===== src/rtl/echo_range_meter_pkg.sv =====
// Shared constants, FSM state codes and small helpers for the ultrasonic echo range meter.
// Imported by the interface, the divider and the top level.
package echo_range_meter_pkg;

    localparam int unsigned TIMEOUT_US_DEF = 32'd30000;
    localparam int unsigned CM_DIV_DEF     = 32'd58;
    localparam int unsigned WIDTH_W_DEF    = 32'd16;
    localparam int unsigned DIST_W_DEF     = 32'd10;

    typedef enum logic [2:0] {
        ST_IDLE     = 3'd0,
        ST_ARMED    = 3'd1,
        ST_MEASURE  = 3'd2,
        ST_WAIT_LOW = 3'd3,
        ST_DIVIDE   = 3'd4
    } state_e;

    // High for one cycle when cur is set and prev (its one-cycle-old copy) is clear.
    function automatic logic f_rise(input logic cur, input logic prev);
        return cur & ~prev;
    endfunction

endpackage


===== src/rtl/echo_range_meter_if.sv =====
// Trigger/echo inputs and distance/strobe outputs of the range meter, named from the meter's side.
// slave = the meter, master = whoever drives trig/echo and consumes the result.
interface echo_range_meter_if #(
    parameter int unsigned DIST_W = 32'd10
);
    logic              i_trig;
    logic              i_echo;
    logic [DIST_W-1:0] o_dist_cm;
    logic              o_dist_valid;
    logic              o_timeout;
    logic              o_busy;

    modport master (
        output i_trig,
        output i_echo,
        input  o_dist_cm,
        input  o_dist_valid,
        input  o_timeout,
        input  o_busy
    );

    modport slave (
        input  i_trig,
        input  i_echo,
        output o_dist_cm,
        output o_dist_valid,
        output o_timeout,
        output o_busy
    );
endinterface


===== src/rtl/echo_range_meter_seq_divider.sv =====
// Restoring shift/subtract divider: one quotient bit per clock, done pulses WIDTH_W cycles after start.
// A start while a division is running restarts it with the new operands.
module seq_divider #(
    parameter int unsigned WIDTH_W = 32'd16
) (
    input  logic               clk,
    input  logic               rst,
    input  logic               start,
    input  logic [WIDTH_W-1:0] dividend,
    input  logic [WIDTH_W-1:0] divisor,
    output logic [WIDTH_W-1:0] quotient,
    output logic               done
);
    localparam int unsigned BITS_W = $clog2(WIDTH_W + 32'd1);
    localparam logic [BITS_W-1:0] C_BITS = BITS_W'(WIDTH_W);
    localparam logic [BITS_W-1:0] C_ONE  = BITS_W'(1);

    logic [WIDTH_W-1:0] r_rem;
    logic [WIDTH_W-1:0] r_quo;
    logic [BITS_W-1:0]  r_bits;
    logic               r_active;
    logic               r_done;

    logic [WIDTH_W:0]   w_shift;
    logic [WIDTH_W:0]   w_diff;
    logic               w_ge;
    logic               w_unused_diff_msb;

    // Trial subtraction of the divisor from the remainder with the next dividend bit shifted in.
    always_comb begin
        w_shift           = {r_rem, r_quo[WIDTH_W-1]};
        w_diff            = w_shift - {1'b0, divisor};
        w_ge              = (w_shift >= {1'b0, divisor});
        w_unused_diff_msb = w_diff[WIDTH_W];
    end

    // Dividend is shifted out of r_quo from the top while quotient bits enter at the bottom.
    always_ff @(posedge clk or negedge rst) begin
        if (!rst) begin
            r_rem    <= '0;
            r_quo    <= '0;
            r_bits   <= '0;
            r_active <= 1'b0;
            r_done   <= 1'b0;
        end else begin
            r_done <= 1'b0;
            if (start) begin
                r_rem    <= '0;
                r_quo    <= dividend;
                r_bits   <= C_BITS;
                r_active <= 1'b1;
            end else if (r_active) begin
                r_rem  <= w_ge ? w_diff[WIDTH_W-1:0] : w_shift[WIDTH_W-1:0];
                r_quo  <= {r_quo[WIDTH_W-2:0], w_ge};
                r_bits <= r_bits - C_ONE;
                if (r_bits == C_ONE) begin
                    r_active <= 1'b0;
                    r_done   <= 1'b1;
                end
            end
        end
    end

    assign quotient = r_quo;
    assign done     = r_done;

endmodule


===== src/rtl/echo_range_meter.sv =====
// Times the sensor echo after each trigger falling edge and reports distance in cm (width / CM_DIV),
// or a timeout strobe when the echo never rises or stays high too long.
module echo_range_meter
    import echo_range_meter_pkg::*;
#(
    parameter int unsigned TIMEOUT_US = TIMEOUT_US_DEF,
    parameter int unsigned CM_DIV     = CM_DIV_DEF,
    parameter int unsigned WIDTH_W    = WIDTH_W_DEF,
    parameter int unsigned DIST_W     = DIST_W_DEF
) (
    input  logic              clk_1m,
    input  logic              rst,
    echo_range_meter_if.slave bus
);
    localparam logic [WIDTH_W-1:0] C_TIMEOUT = WIDTH_W'(TIMEOUT_US);
    localparam logic [WIDTH_W-1:0] C_CM_DIV  = WIDTH_W'(CM_DIV);
    localparam logic [WIDTH_W-1:0] C_ONE     = WIDTH_W'(1);

    logic               r_echo_meta;
    logic               r_echo_sync;
    logic               r_echo_d;
    logic               r_trig_d;
    state_e             r_state;
    logic [WIDTH_W-1:0] r_cnt;
    logic [DIST_W-1:0]  r_dist_cm;
    logic               r_dist_valid;
    logic               r_timeout;

    state_e             w_state_nxt;
    logic [WIDTH_W-1:0] w_cnt_nxt;
    logic [WIDTH_W-1:0] w_cnt_inc;
    logic [DIST_W-1:0]  w_dist_nxt;
    logic               w_valid_nxt;
    logic               w_timeout_nxt;
    logic               w_div_start;
    logic               w_div_done;
    logic [WIDTH_W-1:0] w_quotient;
    logic               w_rise;
    logic               w_fall;
    logic               w_arm;
    logic               w_unused_quo_hi;

    // Echo synchronizer plus the one-cycle-old copies used for edge detection.
    always_ff @(posedge clk_1m or negedge rst) begin
        if (!rst) begin
            r_echo_meta <= 1'b0;
            r_echo_sync <= 1'b0;
            r_echo_d    <= 1'b0;
            r_trig_d    <= 1'b0;
        end else begin
            r_echo_meta <= bus.i_echo;
            r_echo_sync <= r_echo_meta;
            r_echo_d    <= r_echo_sync;
            r_trig_d    <= bus.i_trig;
        end
    end

    assign w_rise          = f_rise(r_echo_sync, r_echo_d);
    assign w_fall          = f_rise(r_echo_d, r_echo_sync);
    assign w_arm           = f_rise(r_trig_d, bus.i_trig);
    assign w_cnt_inc       = r_cnt + C_ONE;
    assign w_unused_quo_hi = ^w_quotient[WIDTH_W-1:DIST_W];

    // Next-state, counter and strobe decisions for the measurement FSM.
    always_comb begin
        w_state_nxt   = r_state;
        w_cnt_nxt     = r_cnt;
        w_dist_nxt    = r_dist_cm;
        w_valid_nxt   = 1'b0;
        w_timeout_nxt = 1'b0;
        w_div_start   = 1'b0;
        case (r_state)
            ST_IDLE: begin
                if (w_arm) begin
                    w_state_nxt = ST_ARMED;
                    w_cnt_nxt   = '0;
                end else begin
                    w_state_nxt = ST_IDLE;
                end
            end
            ST_ARMED: begin
                // Fire as the count reaches TIMEOUT_US so ARMED lasts exactly TIMEOUT_US cycles.
                if (w_rise) begin
                    w_state_nxt = ST_MEASURE;
                    w_cnt_nxt   = C_ONE;
                end else if (w_cnt_inc == C_TIMEOUT) begin
                    w_state_nxt   = ST_IDLE;
                    w_cnt_nxt     = '0;
                    w_timeout_nxt = 1'b1;
                end else begin
                    w_cnt_nxt = w_cnt_inc;
                end
            end
            ST_MEASURE: begin
                if (w_fall) begin
                    w_state_nxt = ST_DIVIDE;
                    w_div_start = 1'b1;
                end else if (r_cnt == C_TIMEOUT) begin
                    w_state_nxt   = ST_WAIT_LOW;
                    w_timeout_nxt = 1'b1;
                end else begin
                    w_cnt_nxt = w_cnt_inc;
                end
            end
            ST_WAIT_LOW: begin
                if (!r_echo_sync) begin
                    w_state_nxt = ST_IDLE;
                end else begin
                    w_state_nxt = ST_WAIT_LOW;
                end
            end
            ST_DIVIDE: begin
                if (w_div_done) begin
                    w_state_nxt = ST_IDLE;
                    w_dist_nxt  = w_quotient[DIST_W-1:0];
                    w_valid_nxt = 1'b1;
                end else begin
                    w_state_nxt = ST_DIVIDE;
                end
            end
            default: begin
                w_state_nxt = ST_IDLE;
                w_cnt_nxt   = '0;
            end
        endcase
    end

    // FSM state, width counter and registered result/strobe outputs.
    always_ff @(posedge clk_1m or negedge rst) begin
        if (!rst) begin
            r_state      <= ST_IDLE;
            r_cnt        <= '0;
            r_dist_cm    <= '0;
            r_dist_valid <= 1'b0;
            r_timeout    <= 1'b0;
        end else begin
            r_state      <= w_state_nxt;
            r_cnt        <= w_cnt_nxt;
            r_dist_cm    <= w_dist_nxt;
            r_dist_valid <= w_valid_nxt;
            r_timeout    <= w_timeout_nxt;
        end
    end

    seq_divider #(
        .WIDTH_W (WIDTH_W)
    ) u_div (
        .clk      (clk_1m),
        .rst      (rst),
        .start    (w_div_start),
        .dividend (r_cnt),
        .divisor  (C_CM_DIV),
        .quotient (w_quotient),
        .done     (w_div_done)
    );

    assign bus.o_dist_cm    = r_dist_cm;
    assign bus.o_dist_valid = r_dist_valid;
    assign bus.o_timeout    = r_timeout;
    assign bus.o_busy       = (r_state != ST_IDLE);

endmodule


===== src/flat_wrapper.sv =====
// flat-port wrapper written by rule: the top's interface ports become plain ports
module echo_range_meter_flat import echo_range_meter_pkg::*;
#(
    parameter int unsigned TIMEOUT_US = TIMEOUT_US_DEF,
    parameter int unsigned CM_DIV     = CM_DIV_DEF,
    parameter int unsigned WIDTH_W    = WIDTH_W_DEF,
    parameter int unsigned DIST_W     = DIST_W_DEF
)
  (clk_1m, rst, bus_i_trig, bus_i_echo, bus_o_dist_cm, bus_o_dist_valid, bus_o_timeout, bus_o_busy);
  echo_range_meter_if #(.DIST_W(DIST_W)) bus_i ();
  input  logic clk_1m;
  input  logic rst;
  input wire logic [$bits(bus_i.i_trig)-1:0] bus_i_trig;
  input wire logic [$bits(bus_i.i_echo)-1:0] bus_i_echo;
  output wire logic [$bits(bus_i.o_dist_cm)-1:0] bus_o_dist_cm;
  output wire logic [$bits(bus_i.o_dist_valid)-1:0] bus_o_dist_valid;
  output wire logic [$bits(bus_i.o_timeout)-1:0] bus_o_timeout;
  output wire logic [$bits(bus_i.o_busy)-1:0] bus_o_busy;
  assign bus_i.i_trig = bus_i_trig;
  assign bus_i.i_echo = bus_i_echo;
  assign bus_o_dist_cm = bus_i.o_dist_cm;
  assign bus_o_dist_valid = bus_i.o_dist_valid;
  assign bus_o_timeout = bus_i.o_timeout;
  assign bus_o_busy = bus_i.o_busy;
  echo_range_meter #(.TIMEOUT_US(TIMEOUT_US), .CM_DIV(CM_DIV), .WIDTH_W(WIDTH_W), .DIST_W(DIST_W)) u_core (.clk_1m(clk_1m), .rst(rst), .bus(bus_i));
endmodule

===== config.mk =====
export PLATFORM = sky130hd
export DESIGN_NAME = echo_range_meter_flat
export DESIGN_NICKNAME = d
export VERILOG_FILES = /design/src/rtl/echo_range_meter_pkg.sv /design/src/rtl/echo_range_meter_if.sv /design/src/rtl/echo_range_meter_seq_divider.sv /design/src/rtl/echo_range_meter.sv /design/src/flat_wrapper.sv
export SDC_FILE = /design/constraint.sdc
export NUM_CORES = 1
export LEC_CHECK = 0
export CAP_MARGIN = 20
export CORE_UTILIZATION = 55
export CTS_CLUSTER_DIAMETER = 30
export DETAILED_ROUTE_END_ITERATION = 6
export PLACE_DENSITY = 0.73
export SYNTH_ARGS = -nofsm -noshare
export SYNTH_HDL_FRONTEND = slang
export SYNTH_HIERARCHICAL = 1
export SYNTH_SLANG_ARGS = --single-unit

===== constraint.sdc =====
create_clock -name clk_1m -period 7.4 [get_ports clk_1m]
set_clock_uncertainty 0.2 [all_clocks]
set_input_delay 1.85 -clock clk_1m [delete_from_list [all_inputs] [get_ports clk_1m]]
set_output_delay 1.85 -clock clk_1m [all_outputs]
set_load 0.01 [all_outputs]

=== After elaboration in Yosys (flattened, before gate mapping) ===
Index checks and enable logic that the tools add are counted.

* Bits in registers: 74
* Output and inout bits: 13

* Add/sub/neg operators: 3
* Magnitude comparators: 1
* Equality and inequality tests: 12
* Multiplexer cells: 36
* Bitwise operators: 7
* Reduce and logical (&&, ||, !) cells: 7

{| class="wikitable"
|+ Operators with widths
! kind !! count
|-
| $mux W16 || 10
|-
| $pmux W16 S4 || 1
|-
| $eq A16 B15 Y1 const B || 2
|-
| $ge A17 B6 Y1 const B || 1
|-
| $add A16 B1 Y16 const B || 1
|-
| $sub A16 B6 Y16 const B || 1
|-
| $mux W1 || 15
|-
| $mux W3 || 5
|-
| $pmux W3 S5 || 1
|-
| $mux W5 || 2
|-
| $eq A3 B2 Y1 const B || 2
|-
| $ne A3 B1 Y1 const B || 2
|-
| $eq A5 B1 Y1 const B || 1
|-
| $sub A5 B1 Y5 const B || 1
|-
| $ne A2 B2 Y1 const B || 2
|-
| $not A1 Y1 || 4
|-
| $reduce_and A2 Y1 || 2
|-
| $reduce_and A4 Y1 || 1
|-
| $and A1 B1 Y1 || 3
|-
| $eq A3 B1 Y1 const B || 1
|-
| $eq A3 B3 Y1 const B || 1
|-
| $logic_not A3 Y1 || 1
|-
| $reduce_bool A3 Y1 || 1
|-
| $mux W2 || 1
|-
| 4 further kinds || 4
|}

=== Depth between registers and ports, before layout ===
* Depth in word-level cells: 5
* Gate-level depth with buffers: 10
* Mapped depth without buffers: 9

=== Cells and area by module ===
The synthesis kept the hierarchy.

{| class="wikitable"
|+ Modules (own cells, without submodules)
! module !! instances !! cells each !! area an instance (um^2)
|-
| seq_divider || 1 || 330 || 2874.0
|-
| echo_range_meter || 1 || 201 || 2031.9
|}

=== Worst setup path after synthesis ===
No wires, ideal clock.

* Path type: input-to-reg
* Start point: input port bus_i_trig
* End point: register u_core.r_cnt[8]
* Arrival: 2886 ps
* Data required time: 7081 ps
* Path slack: 4195 ps
* Stages: 7
* Path buffers: 1
* Path through: nor3b_1 o31a_1 a21oi_2 buf_6 nor3_1 xnor2_1 nor2_1

* Word-level cells in the longest chain between the ends: 4

{| class="wikitable"
|+ Ends and longest elaborated chain
! element !! RTL line !! RTL
|-
| start, declared || flat_wrapper.sv:13 || <nowiki>input wire logic [$bits(bus_i.i_trig)-1:0] bus_i_trig;</nowiki>
|-
| $not A1 Y1 || echo_range_meter_pkg.sv:20 || <nowiki>return cur & ~prev;</nowiki>
|-
| $and A1 B1 Y1 || echo_range_meter_pkg.sv:20 ||
|-
| $ne A2 B1 Y1 (no line) || - ||
|-
| $reduce_and A4 Y1 (no line) || - ||
|-
| end signal, assigned || echo_range_meter.sv:138 || <nowiki>r_cnt <= w_cnt_nxt;</nowiki>
|-
| end, declared || echo_range_meter.sv:24 || <nowiki>logic [WIDTH_W-1:0] r_cnt;</nowiki>
|}

Every way passes these cells.
A chain may end at the register's enable or synchronous reset.

=== Worst setup path in the final report ===
* Start point: input port bus_i_trig
* End point: register u_core.r_cnt[2]

Same word-level chain as after synthesis.

==> metrics.log <==
[metrics] Resize count post-CTS: 0
[metrics] layout overhead on the synthesized area: 8.67%
[metrics] deepest level of the CTS H-tree: 3
[metrics] RD Place Congestion: 0.888
[metrics] global route overflow: 0
[metrics] unique cell type count in the Yosys netlist: 79
[metrics] maximum clock path buffer count: 2
[metrics] CP max stage delay: 600 ps
[metrics] number of vias per cell: 6.05
[metrics] critical path fanouts, max: 17
[metrics] static leakage: 2.22 nW
[metrics] share of synthesized area spent on multiplexers: 6.17%
[metrics] clock input transition at the sequential cells of the worst setup and hold paths: 80 ps
[metrics] total CTS buffers: 9
[metrics] share of synthesized registers carrying an async set or reset: 100%
[metrics] syn avg cell area: 9.24 um2
[metrics] Setup Buffers After CTS: 0
[metrics] total via count after detailed routing: 3986
[metrics] Worst Setup Start Kind: primary input
[metrics] path type of the worst min-delay path: reg -> reg
[metrics] worst slew margin relative to its limit: 32.3%
[metrics] final worst path period need: 3790 ps
[metrics] total die area: 9300 um2
[metrics] nets: 571
[metrics] dominant cells by area after synthesis: sky130_fd_sc_hd__dfrtp_1, sky130_fd_sc_hd__ha_1, sky130_fd_sc_hd__mux2i_1
[metrics] number of buffers and inverters on the critical path: 1
[metrics] combined area of all synthesized cells: 4910 um2
[metrics] DIE WIDTH: 96.4 um
[metrics] drt drc: 0
[metrics] Final ANT Viol Nets: 0
[metrics] non-filler cells in the finished layout: 659
[metrics] Setup WS post-layout: 3610 ps
[metrics] basic-gate share of the synthesized area counting and, or, nand and nor cells: 20.0%
[metrics] clock tree from TritonCTS: built
[metrics] synthesized-area fraction occupied by ao, oa, aoi and oai cells: 19.9%
[metrics] peak clock frequency supported by timing: 0.264 GHz
[metrics] Tot GR Track Use: 25.2%
[metrics] critical-path cell list: clkdlybuf4s50_1, nor3b_1, o31a_1, a21oi_2, and2b_1, xnor2_1, nor2_2
[metrics] DRT iter0 DRCs: 219
[metrics] vertical die dimension: 96.4 um
[metrics] number of global-route vias before repair: 3765
[metrics] area of the core: 8680 um2
[metrics] parity-gate share of the synthesized area counting xor and xnor cells: 4.64%
[metrics] # port buffers: 16
[metrics] Cells after Synth: 531
[metrics] most used flip-flop cell after synthesis: sky130_fd_sc_hd__dfrtp_1
[metrics] row cnt: 34
[metrics] n_diodes: 0
[metrics] iteration count of the initial detailed-routing pass: 5
[metrics] run status: complete, no violations
[metrics] effective utilization at floorplan: 56.5%
[metrics] number of maximum-capacitance constraint violations: 0
[metrics] final total negative setup slack: 0 ps
[metrics] data arrival at the endpoint of the critical path: 3800 ps
[metrics] pre-CTS setup slack: 3250 ps
[metrics] power density relative to cell area: 373 nW/um2
[metrics] detailed-placement wirelength estimate: 7340 um
[metrics] fraction of post-synthesis cell area in the top cell type by area: 37.7%
[metrics] Placed Cells: 643
[metrics] number of synthesized register bits: 74
[metrics] per-cell routed wire length: 16.2 um
[metrics] period utilization: 51.2%
[metrics] clock root buffer master: sky130_fd_sc_hd__clkbuf_8
[metrics] share of final-layout standard cells stronger than drive strength 1: 10.3%
[metrics] number of enable-type register cells in the synthesized netlist: 0
[metrics] library cell occupying the most area in the post-synthesis netlist: sky130_fd_sc_hd__dfrtp_1
[metrics] type of the worst setup path: in -> reg
[metrics] count of hold buffers inserted by post-cts repair: 0
[metrics] final number of setup-violating endpoints: 0
[metrics] pin slew with the least headroom to its limit: 1020 ps
[metrics] insertion delay of the later-clocked pin in the worst-skew pair: 350 ps
[metrics] cell family with most CP delay: compound AO/OA/AOI/OAI gates
[metrics] sequential fraction of the synthesis area: 37.7%
[metrics] Util after Layout: 61.4%
[metrics] maximum number of pins on one net before global-route repair: 75
[metrics] CP max stage cell: sky130_fd_sc_hd__a21oi_2
[metrics] total placed instance area: 5100 um2
[metrics] kind of end point of the critical path: register
[metrics] post-synthesis share of cell area spent on full adders, half adders and majority gates: 5.51%
[metrics] clk sinks: 74
[metrics] wire length of the first global-routing pass: 17900 um
[metrics] initial antenna violation count: 0
[metrics] count of yosys warnings during synthesis: 6
[metrics] count of endpoints failing hold in the final timing report: 0
[metrics] Max Transition Viols Final: 0
[metrics] main combinational cell family by area after synthesis: simple AND/OR/NAND/NOR gates
[metrics] routed wire length: 10700 um
[metrics] required time reported for the critical path endpoint: 7410 ps
[metrics] setup repair after global routing missed its margin: no
[metrics] worst vdd rail ir drop: 154 uV
[metrics] finished layout cell area: 5330 um2
[metrics] I/O pin count: 17
worst reg2reg max path: cells and delay by family (launching register included):
family                     cells  cell delay [ps]
AOI/OAI and AO/OA              2             1060
adders and majority gates      1              450
DFF                            1              420
and+or+nand+nor                3              640
final timing paths:
check / startpoint / end / slack, ps / cells past startpoint
worst max-delay path: bus_i_trig / u_core/r_cnt[2]$_DFFE_PN0P_ / 3610 / 7
worst min-delay path: u_core/r_echo_meta$_DFF_PN0_ / u_core/r_echo_sync$_DFF_PN0_ / 160 / 0
worst max register to register: u_core/u_div/r_rem[5]$_DFFE_PN0P_ / u_core/u_div/r_rem[0]$_DFFE_PN0P_ / 4490 / 6
worst min register to register: u_core/r_echo_meta$_DFF_PN0_ / u_core/r_echo_sync$_DFF_PN0_ / 160 / 0
max in group asynchronous: rst / u_core/u_div/r_active$_DFF_PN0_ / 4940 / 1
min in group asynchronous: rst / u_core/bus.o_dist_valid$_DFF_PN0_ / 1430 / 1
layout make-up:
type | count | area, um2
clock buffers | 12 | 155
clock inverters | 4 | 73.8
fillers | 761 | 3350
inverters | 30 | 113
multi-input cells | 413 | 2830
flip-flops and latches | 74 | 1850
well taps | 108 | 135
repair buffers | 18 | 173
flip-flops by register name (all words and copies together), names as in the netlist, 3 cells and up:
register	flops
u_core/bus.o_dist_cm	10
u_core/u_div/quotient	16
u_core/u_div/r_bits	5
u_core/r_cnt	16
u_core/u_div/r_rem	16
u_core/r_state	3
cells by family (layout without fill, tap and decap cells):
family | count (synthesis) | in the layout
compound gates | 135 | 135
xor+xnor | 26 | 26
fa+ha+maj | 21 | 21
buf+inv | 59 | 64
flops | 74 | 74
mux | 29 | 29
other cells | 2 | 17
simple gates | 185 | 185
cells in the mapped netlist (all sizes together) (4+ instances only):
master and count:
xnor2 21, nor4 6, nand4 11, mux2i 19, ha 20, buf 14
xor2 5, nor2b 5, nand2b 8, nor2 50, a311oi 10, o21ai 41
dfrtp 74, nor3 14, a21oi 21, inv 30, nor3b 12, mux2 10
or3 5, a21o 4, nand3 18, o31ai 6, a211oi 4, o21a 4
a41oi 4, o31a 4, o211ai 7, o21bai 4, clkbuf 15, nand2 35
stage by stage:
stage / hold slack, ps / power (mW)
final: 162 / 1.99
after global routing: 176 / 2.15
after CTS: 165 / 1.99
after detailed placement: 137 / 1.63
after global placement: 136 / 1.59
after floorplan: 131 / 1.43
layer usage:
metal | vias up | track usage, % | share of wire, %
met3 | 13 | 4.77 | 3.7
met1 | 1946 | 33.2 | 45
li1 | 1946 | - | -
met4 | 0 | 7.23 | 1.1
met5 | - | 0 | 0
met2 | 81 | 42.1 | 51
cell usage in the layout, fill, tap and decap left out, types with 5 or more instances in the layout:
cell type,instances
sky130_fd_sc_hd__mux2_2,10
sky130_fd_sc_hd__clkbuf_8,11
sky130_fd_sc_hd__o211ai_1,6
sky130_fd_sc_hd__nor3b_1,11
sky130_fd_sc_hd__nand4_1,11
sky130_fd_sc_hd__ha_1,20
sky130_fd_sc_hd__nand3_1,18
sky130_fd_sc_hd__o31ai_1,6
sky130_fd_sc_hd__inv_1,30
sky130_fd_sc_hd__nor4_1,6
sky130_fd_sc_hd__nand2_1,32
sky130_fd_sc_hd__xor2_1,5
sky130_fd_sc_hd__conb_1,17
sky130_fd_sc_hd__nand2b_1,8
sky130_fd_sc_hd__a21oi_1,20
sky130_fd_sc_hd__nor2b_1,5
sky130_fd_sc_hd__a311oi_1,10
sky130_fd_sc_hd__dfrtp_1,73
sky130_fd_sc_hd__o21ai_0,38
sky130_fd_sc_hd__clkdlybuf4s50_1,15
sky130_fd_sc_hd__nor3_1,14
sky130_fd_sc_hd__xnor2_1,21
sky130_fd_sc_hd__nor2_1,47
sky130_fd_sc_hd__mux2i_1,19
power breakdown:
part           leakage (nW)  switching [mW]  internal, mW
clock network         0.117           0.150         0.209
registers             0.949           0.151         0.523
logic                  1.15           0.550         0.408
total                  2.22           0.851          1.14
No activity file was read; power rests on OpenSTA's default activity.
==> edit 1: new RTL, same settings <==
Re-encode `state_e` (5 states) as one-hot, 5 bits wide.
--- a/src/rtl/echo_range_meter_pkg.sv
+++ b/src/rtl/echo_range_meter_pkg.sv
@@ -7,12 +7,12 @@
     localparam int unsigned WIDTH_W_DEF    = 32'd16;
     localparam int unsigned DIST_W_DEF     = 32'd10;
 
-    typedef enum logic [2:0] {
-        ST_IDLE     = 3'd0,
-        ST_ARMED    = 3'd1,
-        ST_MEASURE  = 3'd2,
-        ST_WAIT_LOW = 3'd3,
-        ST_DIVIDE   = 3'd4
+    typedef enum logic [4:0] {
+        ST_IDLE     = 5'b00001,
+        ST_ARMED    = 5'b00010,
+        ST_MEASURE  = 5'b00100,
+        ST_WAIT_LOW = 5'b01000,
+        ST_DIVIDE   = 5'b10000
     } state_e;
 
     // High for one cycle when cur is set and prev (its one-cycle-old copy) is clear.
Check against the original RTL: same outputs for any inputs over 10 cycles, from zero or initial values and one cycle with rst low; not proved beyond that.
==> edit 1 against the unedited design <==
  * Wire length increased by 6.8%
  * Power decreased by 26%
  * Sequential cell count increased by 2
  * Non-clock buffer count unchanged
  * Setup slack got worse by 0.12 ns
  * Design area increased by 2.8%
  * Core utilization increased by 0.79 points
  * Area after synthesis increased by 2.8%
  * Combinational power decreased by 34%
  * Critical path type is now reg -> out
  * Largest power group unchanged
==> edit 1: results (changes against the unedited design) <==
Worst path slowest cell=clkdlybuf4s50_1; status=finished, final reports clean; Final HPWL DP=7.788 mm (+6.1%); Max IR drop VDD=0.1310 mV (-15%); routed vias=4236 (+6.3%); GPL Wtd Cong=0.9066 (+2.1%); worst reg2reg path depth=7 (+1); register area share after synthesis=0.3775 (about the same); Setup crit start=u_core/r_state[3]; crit path max fanout=10 (-7); worst relative slew slack=0.3037 (-0.01949); Reg-to-Reg Start=u_core/r_cnt[0]; Iter 0 DRT Violations=240 (+9.6%); GRT met1 Usage=0.3571 (+0.02498); postcts setup bufs=0 (unchanged); Ys Warns=6 (unchanged); Synth cell types=76 (-3.8%); antenna cell count=0 (unchanged); root buf cell=clkbuf_8; minimum hold slack=0.1612 ns (-0.0006270 ns); hold depth=0 (unchanged); CP peak stage delay=0.51 ns (-0.09 ns); pin count of the biggest net entering global routing=77 (+2.7%); HP Start=u_core/r_echo_meta; first-pass GRT wire length=19.60 mm (+9.4%); vias in the first global route=4042 (+7.4%); Critical Path AT=1.85 ns (-1.95 ns); Synth area leaders=dfrtp_1 (37%), ha_1 (5.0%), nand2_1 (4.4%), o21ai_0 (3.8%), nor2_1 (3.1%); Final #Nets=602 (+5.4%); Leak Pwr=0.002248 uW (+1.3%); Async SR Flop Fraction=1.000 (unchanged); detailed-route wire length=11.43 mm (+6.8%); Pre-antenna DRT Iters=5 (unchanged); Synth Area in Compound Gates=0.2080 (+0.008808); Min-Delay Path Class=reg -> reg; mux share of post-synthesis cell area=0.05212 (-0.009597); overall routing resource usage=0.2551 (+0.003418); top cells by count, synth=dfrtp_1 (75), nand2_1 (59), nor2_1 (42); Internal=867.0 uW (-24%); terminus of the critical flop-to-flop path=u_core/r_cnt[1]; critical path's top delay family=simple AND/OR/NAND/NOR gates; xor-xnor portion of the synthesized cell area=0.02606 (-0.02036); met3 Use GR=0.04724 (-0.0004867); clk_lat worst skew=0.35 ns (about the same); Worst Setup EP=bus_o_busy; met2 Track Usage GR=0.4043 (-0.01711); register-to-register setup slack=4.32 ns (-0.17 ns); layout cells sized above 1=0.08763 (-0.01582); adder-cell share of the synthesized area=0.05361 (-0.001477)
edit 1: changes by cell type in the layout (fill, tap and decap cells not counted), sizes merged, moves of 3 or more:
| cell | delta |
|---|---|
| a22o | +4 |
| and2 | +7 |
| clkinvlp | +3 |
| mux2i | -4 |
| nand2 | +24 |
| nand2b | +5 |
| nand3 | +4 |
| nand4 | +3 |
| nor2 | -7 |
| nor2b | +4 |
| nor3b | -4 |
| o221ai | +9 |
| xnor2 | -11 |
edit 1: layer usage:
layer / share of wire / up-vias
met5: 0 / -
met4: 0.012 / 0
met3: 0.057 / 15
met2: 0.47 / 132
met1: 0.46 / 2014
li1: - / 2075
edit 1: power by group through the flow:
| stage | logic (uW) | clock network [uW] | registers [uW] |
|---|---|---|---|
| after global routing | 711 | 311 | 568 |
| after detailed placement | 622 | 0 | 565 |
| after global placement | 600 | 0 | 561 |
| final | 635 | 284 | 558 |
| after CTS | 625 | 293 | 557 |
| after floorplan | 516 | 0 | 529 |
edit 1: per-stage QoR:
stage / instances / setup slack [ns] / total power [uW] / utilization / area, um2
2_1_floorplan: 581 / 4.364 / 1045 / - / 5097
3_3_place_gp: 672 / 3.697 / 1161 / 0.5968 / 5255
3_5_place_dp: 672 / 3.613 / 1187 / 0.5968 / 5255
4_1_cts: 688 / 3.492 / 1475 / 0.6159 / 5424
5_1_grt: 690 / 3.388 / 1590 / 0.6222 / 5479
6_report: 690 / 3.497 / 1476 / 0.6222 / 5479
edit 1: layout make-up:
| class | count | area [um2] |
|---|---|---|
| Clock buffer | 10 | 127.6 |
| Clock inverter | 6 | 41.29 |
| Fill cell | 777 | 3327 |
| Inverter | 28 | 105.1 |
| Multi-Input combinational cell | 444 | 2953 |
| Sequential cell | 76 | 1904 |
| Tap cell | 108 | 135.1 |
| Timing Repair Buffer | 18 | 212.7 |
==> edit 2: new RTL, config.mk and constraints unchanged <==
Made on the original files. Set the package constant `DIST_W_DEF` to 32'd8 (it was 32'd10).
--- a/src/rtl/echo_range_meter_pkg.sv
+++ b/src/rtl/echo_range_meter_pkg.sv
@@ -5,7 +5,7 @@
     localparam int unsigned TIMEOUT_US_DEF = 32'd30000;
     localparam int unsigned CM_DIV_DEF     = 32'd58;
     localparam int unsigned WIDTH_W_DEF    = 32'd16;
-    localparam int unsigned DIST_W_DEF     = 32'd10;
+    localparam int unsigned DIST_W_DEF     = 32'd8;
 
     typedef enum logic [2:0] {
         ST_IDLE     = 3'd0,
Ports: changed (resized bus_o_dist_cm); port bits go from 17 to 15. The function was not compared with the original's and may differ.
==> edit 2 against the unedited design <==
  * Area after synthesis is 3.0% lower
  * Power is 2.4% lower
  * Cell count is 0.61% lower
  * Wire length is 2.0% lower
  * Design area is 2.7% lower
  * Largest power group unchanged
  * Critical path type unchanged
  * Sequential cell count is 2 lower
  * Setup slack worse by 0.42 ns
  * Global-route usage is 0.063 points higher
==> edit 2: results (changes against the unedited design) <==
status=finished, final reports clean; pin count of the biggest net entering global routing=73 (-2.7%); worst reg2reg path depth=7 (+1); per-cell routed wire length=16.00 um (-1.4%); Max H-tree Level=3 (unchanged); Worst path slowest cell=nor3_1; Max IR drop VDD=0.2281 mV (+48%); Syn Inst Count=529 (-0.38%); Inst Count DP=638 (-0.78%); overall routing resource usage=0.2523 (+0.0006287); vias in the first global route=3737 (-0.74%); worst-margin pin slew=1.123 ns (+0.1077 ns); root buf cell=clkbuf_8; top cells by count, synth=dfrtp_1 (72), nor2_1 (45), o21ai_0 (41); Ys Warns=6 (unchanged); postcts setup bufs=0 (unchanged); Synth Area in Compound Gates=0.2330 (+0.03379); first-pass GRT wire length=17.86 mm (-0.23%); Synth area leaders=dfrtp_1 (38%), ha_1 (5.3%), o21ai_0 (4.3%), nor2_1 (3.5%), mux2i_1 (3.2%); Async SR Flop Fraction=1.000 (unchanged); vias per cell=6.116 (+1.1%); register-to-register setup slack=3.83 ns (-0.66 ns); post_cts resized=0 (unchanged); adder-cell share of the synthesized area=0.05680 (+0.001709); terminus of the critical flop-to-flop path=u_core/r_cnt[10]; filler instances=695 (-8.7%); Final HPWL DP=7.247 mm (-1.3%); CP peak stage delay=0.82 ns (+0.22 ns); Worst-path clk slew=0.09 ns; xor-xnor portion of the synthesized cell area=0.02577 (-0.02065); layout cells sized above 1=0.08909 (-0.01436); Synth cell types=71 (-10%); initial antenna violation count=0 (unchanged); maximum buffer depth of the clock tree=2 (unchanged); crit path max fanout=11 (-6); antenna cell count=0 (unchanged); Setup WS pre-CTS=2.876 ns (-0.3765 ns); Leak Pwr=0.002140 uW (-3.6%); Pre-antenna DRT Iters=5 (unchanged); Iter 0 DRT Violations=315 (+44%); hold depth=0 (unchanged); Reg-to-Reg Start=u_core/r_cnt[0]; routed vias=4006 (+0.50%); Final #Nets=570 (-0.18%); port bufs=14 (-2); register area share after synthesis=0.3786 (+0.001194); post-route setup slack=3.193 ns (-0.4208 ns); mux share of post-synthesis cell area=0.05522 (-0.006499); Min-Delay Path Class=reg -> reg; GPL Wtd Cong=0.8755 (-1.4%); TritonCTS Buffers=9 (unchanged); HP Start=u_core/r_echo_meta
==> edit 2: cell count changes after synthesis, moves of 4 or more <==
cell	before	now
xnor2_1	21	10
a22o_1	0	10
nand2_1	32	40
o31ai_1	6	13
clkbuf_1	12	18
nor3_1	14	20
buf_4	5	0
nand4_1	11	6
mux2i_1	19	15
nor2b_1	5	9
==> edit 2: layer usage <==
layer,part of all wire,track usage,up-vias
met1,0.49,0.3521,1899
li1,-,-,1972
met4,0.017,0.08207,0
met2,0.45,0.4017,115
met3,0.041,0.03828,20
met5,0,0,-
==> edit 2: report_power, final <==
group	total, uW	internal, uW	switching [uW]
combinational	981	417	564
sequential	662	512	150
clock	300	129	171
==> edit 2: layout make-up <==
type | count | area, um2 | area share
clock inverter | 7 | 63.81 | 0.01230
tap | 105 | 131.4 | 0.02533
timing repair buffer | 16 | 162.7 | 0.03136
multi-input combinational | 414 | 2783 | 0.5364
clock buffer | 9 | 123.9 | 0.02388
inverter | 32 | 120.1 | 0.02315
sequential | 72 | 1803 | 0.3476
==> edit 2: stage by stage <==
step                      hold WS, ns  instance area (um2)  power (uW)    util
final                          0.1588                 5187        1943  0.6251
after global routing           0.1700                 5187        2115  0.6251
after CTS                      0.1559                 5167        1936  0.6226
after detailed placement       0.1379                 4980        1635  0.6000
after global placement         0.1431                 4980        1599  0.6000
after floorplan                0.1312                 4815        1418       -
==> edit 2: kinds of logic after synthesis <==
group,after synthesis
fa+ha+maj,21
compound gates,153
simple gates,184
xor+xnor,14
flops,72
other cells,2
buf+inv,58
mux,25
==> edit 2: worst max path at each step <==
stage,start,endpoint,slack (ns),cells past startpoint
finish,bus_i_trig,u_core/r_cnt[10],3.19,6
floorplan,bus_i_trig,u_core/r_cnt[10],3.86,5
global route,bus_i_trig,u_core/r_cnt[13],3.04,6
CTS,bus_i_trig,u_core/r_cnt[10],3.23,6
detailed placement,bus_i_trig,u_core/r_cnt[13],2.88,6
global placement,bus_i_trig,u_core/r_cnt[2],2.95,6
==> edit 2: worst max-delay path: cells and delay by family <==
kind | cells | cell delay [ns]
AO/OA/AOI/OAI | 2 | 0.51
buffers and inverters | 1 | 0.45
AND/OR/NAND/NOR | 3 | 1.49
